<file path="src/rtl/mux_n_1_stream.sv">
// N:1 stream multiplexer with valid/ready handshake, packet locking and a registered output.
// Select is either an external channel index (MODE=0) or round-robin over valid channels (MODE=1).

module mux_n_1_stream_lane #(
  parameter int SW  = 2,
  parameter int IDX = 0
) (
  input  logic          grant_en,
  input  logic [SW-1:0] owner,
  input  logic          valid,
  output logic          ready,
  output logic          hs
);
  assign ready = grant_en && (owner == SW'(IDX));
  assign hs    = ready && valid;
endmodule

module mux_n_1_stream #(
  parameter int N     = 4,
  parameter int WIDTH = 8,
  parameter int MODE  = 0,
  parameter int SW    = $clog2(N)
) (
  input  logic             clk,
  input  logic             rst,
  input  logic [SW-1:0]    sel,
  input  logic [N*WIDTH-1:0] in_data,
  input  logic [N-1:0]     in_valid,
  input  logic [N-1:0]     in_last,
  output logic [N-1:0]     in_ready,
  output logic [WIDTH-1:0] out_data,
  output logic             out_valid,
  output logic             out_last,
  output logic [SW-1:0]    out_chan,
  input  logic             out_ready
);
  localparam logic [0:0] IDLE = 1'b0;
  localparam logic [0:0] PKT  = 1'b1;

  logic [0:0]       state;
  logic [SW-1:0]    lock, rr_ptr, cand, owner;
  logic             cand_ok, owner_ok, space, grant_en, take, take_last;
  logic [N-1:0]     hs;
  logic [WIDTH-1:0] take_data;

  assign space = !out_valid || out_ready;

  // Round-robin scans from the farthest channel back so the nearest valid one after rr_ptr wins.
  always_comb begin
    cand    = '0;
    cand_ok = 1'b0;
    if (MODE == 0) begin
      cand    = sel;
      cand_ok = (int'(sel) < N);
    end else begin
      for (int k = N; k >= 1; k--) begin
        if (in_valid[(int'(rr_ptr) + k) % N]) begin
          cand    = SW'((int'(rr_ptr) + k) % N);
          cand_ok = 1'b1;
        end
      end
    end
  end

  assign owner    = (state == PKT) ? lock : cand;
  assign owner_ok = (state == PKT) || cand_ok;
  assign grant_en = space && owner_ok;

  for (genvar i = 0; i < N; i++) begin : g_lane
    mux_n_1_stream_lane #(.SW(SW), .IDX(i)) u_lane (
      .grant_en (grant_en),
      .owner    (owner),
      .valid    (in_valid[i]),
      .ready    (in_ready[i]),
      .hs       (hs[i])
    );
  end

  assign take      = |hs;
  assign take_last = |(hs & in_last);

  always_comb begin
    take_data = '0;
    for (int i = 0; i < N; i++)
      if (hs[i]) take_data = take_data | in_data[i*WIDTH +: WIDTH];
  end

  always_ff @(posedge clk or posedge rst) begin
    if (rst) begin
      out_valid <= 1'b0;
      out_data  <= '0;
      out_last  <= 1'b0;
      out_chan  <= '0;
      state     <= IDLE;
      lock      <= '0;
      rr_ptr    <= SW'(N-1);
    end else begin
      if (take) begin
        out_valid <= 1'b1;
        out_data  <= take_data;
        out_last  <= take_last;
        out_chan  <= owner;
      end else if (out_ready) begin
        out_valid <= 1'b0;
      end
      if (take) begin
        if (state == IDLE) begin
          if (!take_last) begin
            state <= PKT;
            lock  <= cand;
          end
          if (MODE == 1) rr_ptr <= cand;
        end else if (take_last) begin
          state  <= IDLE;
          rr_ptr <= lock;
        end
      end
    end
  end
endmodule
</file>
<file path="config.mk">
export PLATFORM = sky130hd
export DESIGN_NAME = mux_n_1_stream
export DESIGN_NICKNAME = d
export VERILOG_FILES = /design/src/rtl/mux_n_1_stream.sv
export SDC_FILE = /design/constraint.sdc
export NUM_CORES = 1
export LEC_CHECK = 0
export BUFFER_PORTS_ARGS = -buffer_cell sky130_fd_sc_hd__buf_4
export CAP_MARGIN = 40
export CORE_MARGIN = 3
export CORE_UTILIZATION = 35
export CTS_BUF_LIST = sky130_fd_sc_hd__clkbuf_4 sky130_fd_sc_hd__clkbuf_8 sky130_fd_sc_hd__clkbuf_16
export CTS_CLUSTER_DIAMETER = 200
export DETAILED_ROUTE_END_ITERATION = 10
export PLACE_DENSITY = 0.71
export SLEW_MARGIN = 20
export SYNTH_ARGS = -nofsm -noshare
export SYNTH_HDL_FRONTEND = slang
export SYNTH_HIERARCHICAL = 1
export SYNTH_SLANG_ARGS = --single-unit
</file>
<file path="constraint.sdc">
create_clock -name clk -period 2.03 [get_ports clk]
set_input_delay 0.203 -clock clk [delete_from_list [all_inputs] [get_ports clk]]
set_output_delay 0.203 -clock clk [all_outputs]
set_load 0.1 [all_outputs]
</file>
==> run summary <==
cell area after layout = 1450 um2
RSZ-0062 raised after global routing = true
routed wire length = 2680 um
Reg-to-Reg Start = state
placement row count = 17
Mapped Area = 830 um2
Mean Syn Cell Area = 9.99 um2
pin count of the biggest net entering global routing = 21
first-pass GRT wire length = 3830 um
net count after synthesis = 128
Hold Slack = -0.00294 ns
crit path capture type = register
final setup margin = -0.0717 ns
initial antenna violation count = 0
capturing point of the worst reg2reg path = lock[0]
R2R cell count = 5
initial core utilization = 37.1%
pre-CTS setup slack = -0.0632 ns
Max Clock Freq = 476 MHz
placed inst area = 1410 um2
CTS H-tree lvls = 1
setup_tns = -0.134 ns
fin util = 65.1%
Clock Skews = 0.00524 ns
DIE HEIGHT = 54.7 um
number of synthesized register bits = 15
via/cell ratio = 4.97
status = finished with violations
Final Net Count = 198
sequential fraction of the synthesis area = 45.2%
Slew HR = 58.6%
Worst Path Max Fanout = 4
Startpoint Class = register
Area Growth Syn to Fin = 75.3%
max_cap viols = 0
Min Clock Period, post-route = 2.10 ns
Pre-antenna DRT Iters = 4
Post-DP HPWL = 2150 um
fin crit share = 104%
worst skew pair latency = 0.28 ns
clock slew at reported path FFs = 0.09 ns
Clock Path Buffers = 2
slew at the pin closest to its max-slew limit = 0.620 ns
crit path DAT = 2.27 ns
1st-iter DRT viols = 12
PortBufs = 60
CORE AREA = 2230 um2
YS warnings = 6
# DRC = 0
Filler cells = 205
GRT Total Usage = 17.8%
Root Buffer = clkbuf_4
# diodes = 0
Mapped Cells = 83
HP Class = input port to asynchronous set/reset pin
area of the multi-input gates = 462 um2
CTS Buf Count = 3
failing checks = negative hold slack, negative setup slack
max-slew violations = 0
Die ar. = 2990 um2
CTS tree = built
vias in the first global route = 870
share of cells above drive strength 1 = 59.2%
count of cell types in the netlist = 21
Final Hold Fails = 8
delay of the slowest cell on the worst path = 0.52 ns
Register Area = 379 um2
r2r setup slk = -0.07 ns
DR vias = 895
I/O Pins = 61
Final setup viols = 2
Sink Count = 15
most frequent CP cell = mux2_4
CP Cell Sequence = mux2_4, and4b_1, or4_4, and4b_4, mux2_4
buffers inserted by post-CTS timing repair = 0
slowest CP cell = or4_4
wire per inst = 14.9 um
die width = 54.7 um
Detail Route Antenna Nets = 0
routability cong. = 0.728
total grt overflow = 0
Critical Path RT = 2.19 ns
critical path type = register to register
per-layer routing:
metal / global-route usage, % / vias to the layer above / share of wire, %
met5: 0 / - / 0
met4: 6.64 / 0 / 0.41
met3: 2.45 / 2 / 4.9
met2: 30.3 / 24 / 52
met1: 22.6 / 412 / 42
li1: - / 457 / -
what timing repair did:
item / CTS / global route
hold buffers: 0 / 0
resized for setup: 0 / 5
endpoints found under the setup margin: 2 / 13
through the flow:
stage	hold WS, ns	std cells
finish	-0.00294	180
global route	0.00920	180
CTS	0.000995	180
detailed placement	0.311	176
global placement	0.301	176
floorplan	0.104	83
state kept, by name, indices dropped and copies added, names as in the netlist:
| name | cells |
|---|---|
| out_valid | 1 |
| out_chan | 2 |
| state | 1 |
| lock | 2 |
| out_last | 1 |
| out_data | 8 |
logic make-up after synthesis:
family,after synthesis,synth area share [%]
buffers and inverters,7,3.17
multiplexers,4,6.33
AND/OR/NAND/NOR,30,22.0
AO/OA/AOI/OAI,27,23.2
flip-flops,15,45.2
synthesized netlist by cell type (all sizes together):
cell	n	area, um2
and3	1	7.51
clkbuf	6	22.5
nand3	1	5.00
nand2	3	11.3
nor2	14	52.6
inv	1	3.75
nor3b	1	7.51
and4b	3	33.8
nand2b	1	6.26
a22oi	18	135
or4	1	11.3
nor4	1	6.26
and4bb	1	12.5
a31oi	8	50.1
dfrtp	15	375
o21a	1	7.51
and3b	2	20.0
mux2	4	52.6
and4	1	8.76
layout by cell type (no fill, tap or decap), types with 2 or more instances in the layout:
| cell | n |
|---|---|
| buf_4 | 69 |
| a22oi_1 | 17 |
| nor2_1 | 14 |
| dfrtp_1 | 14 |
| a31oi_1 | 8 |
| mux2_4 | 4 |
| clkbuf_4 | 4 |
| nand2_1 | 3 |
| and3b_2 | 2 |
| and4b_1 | 2 |
worst max path at each step:
stage / from / endpoint / slack (ns) / depth (start not counted)
after global placement: state / lock[0] / -0.02 / 5
after global routing: state / lock[0] / -0.12 / 5
after CTS: state / lock[0] / -0.08 / 5
after detailed placement: state / lock[0] / -0.06 / 5
final: state / lock[0] / -0.07 / 5
after floorplan: state / lock[0] / -0.05 / 5
area by class of cell:
class                      instances  share of cell area (%)
timing repair buffer              71                    37.4
multi-input combinational         61                    31.8
sequential                        15                    26.1
tap                               28                    2.41
clock buffer                       4                    2.07
inverter                           1                   0.258
critical path, delay by kind of cell (launching register included):
| family | cells | cell delay (ns) |
|---|---|---|
| and+or+nand+nor | 3 | 0.93 |
| DFF | 1 | 0.43 |
| muxes | 2 | 0.63 |
Power is left out: the tool's default activity adds up to more than one toggle a clock period on the data nets, which glitch-free logic cannot reach.
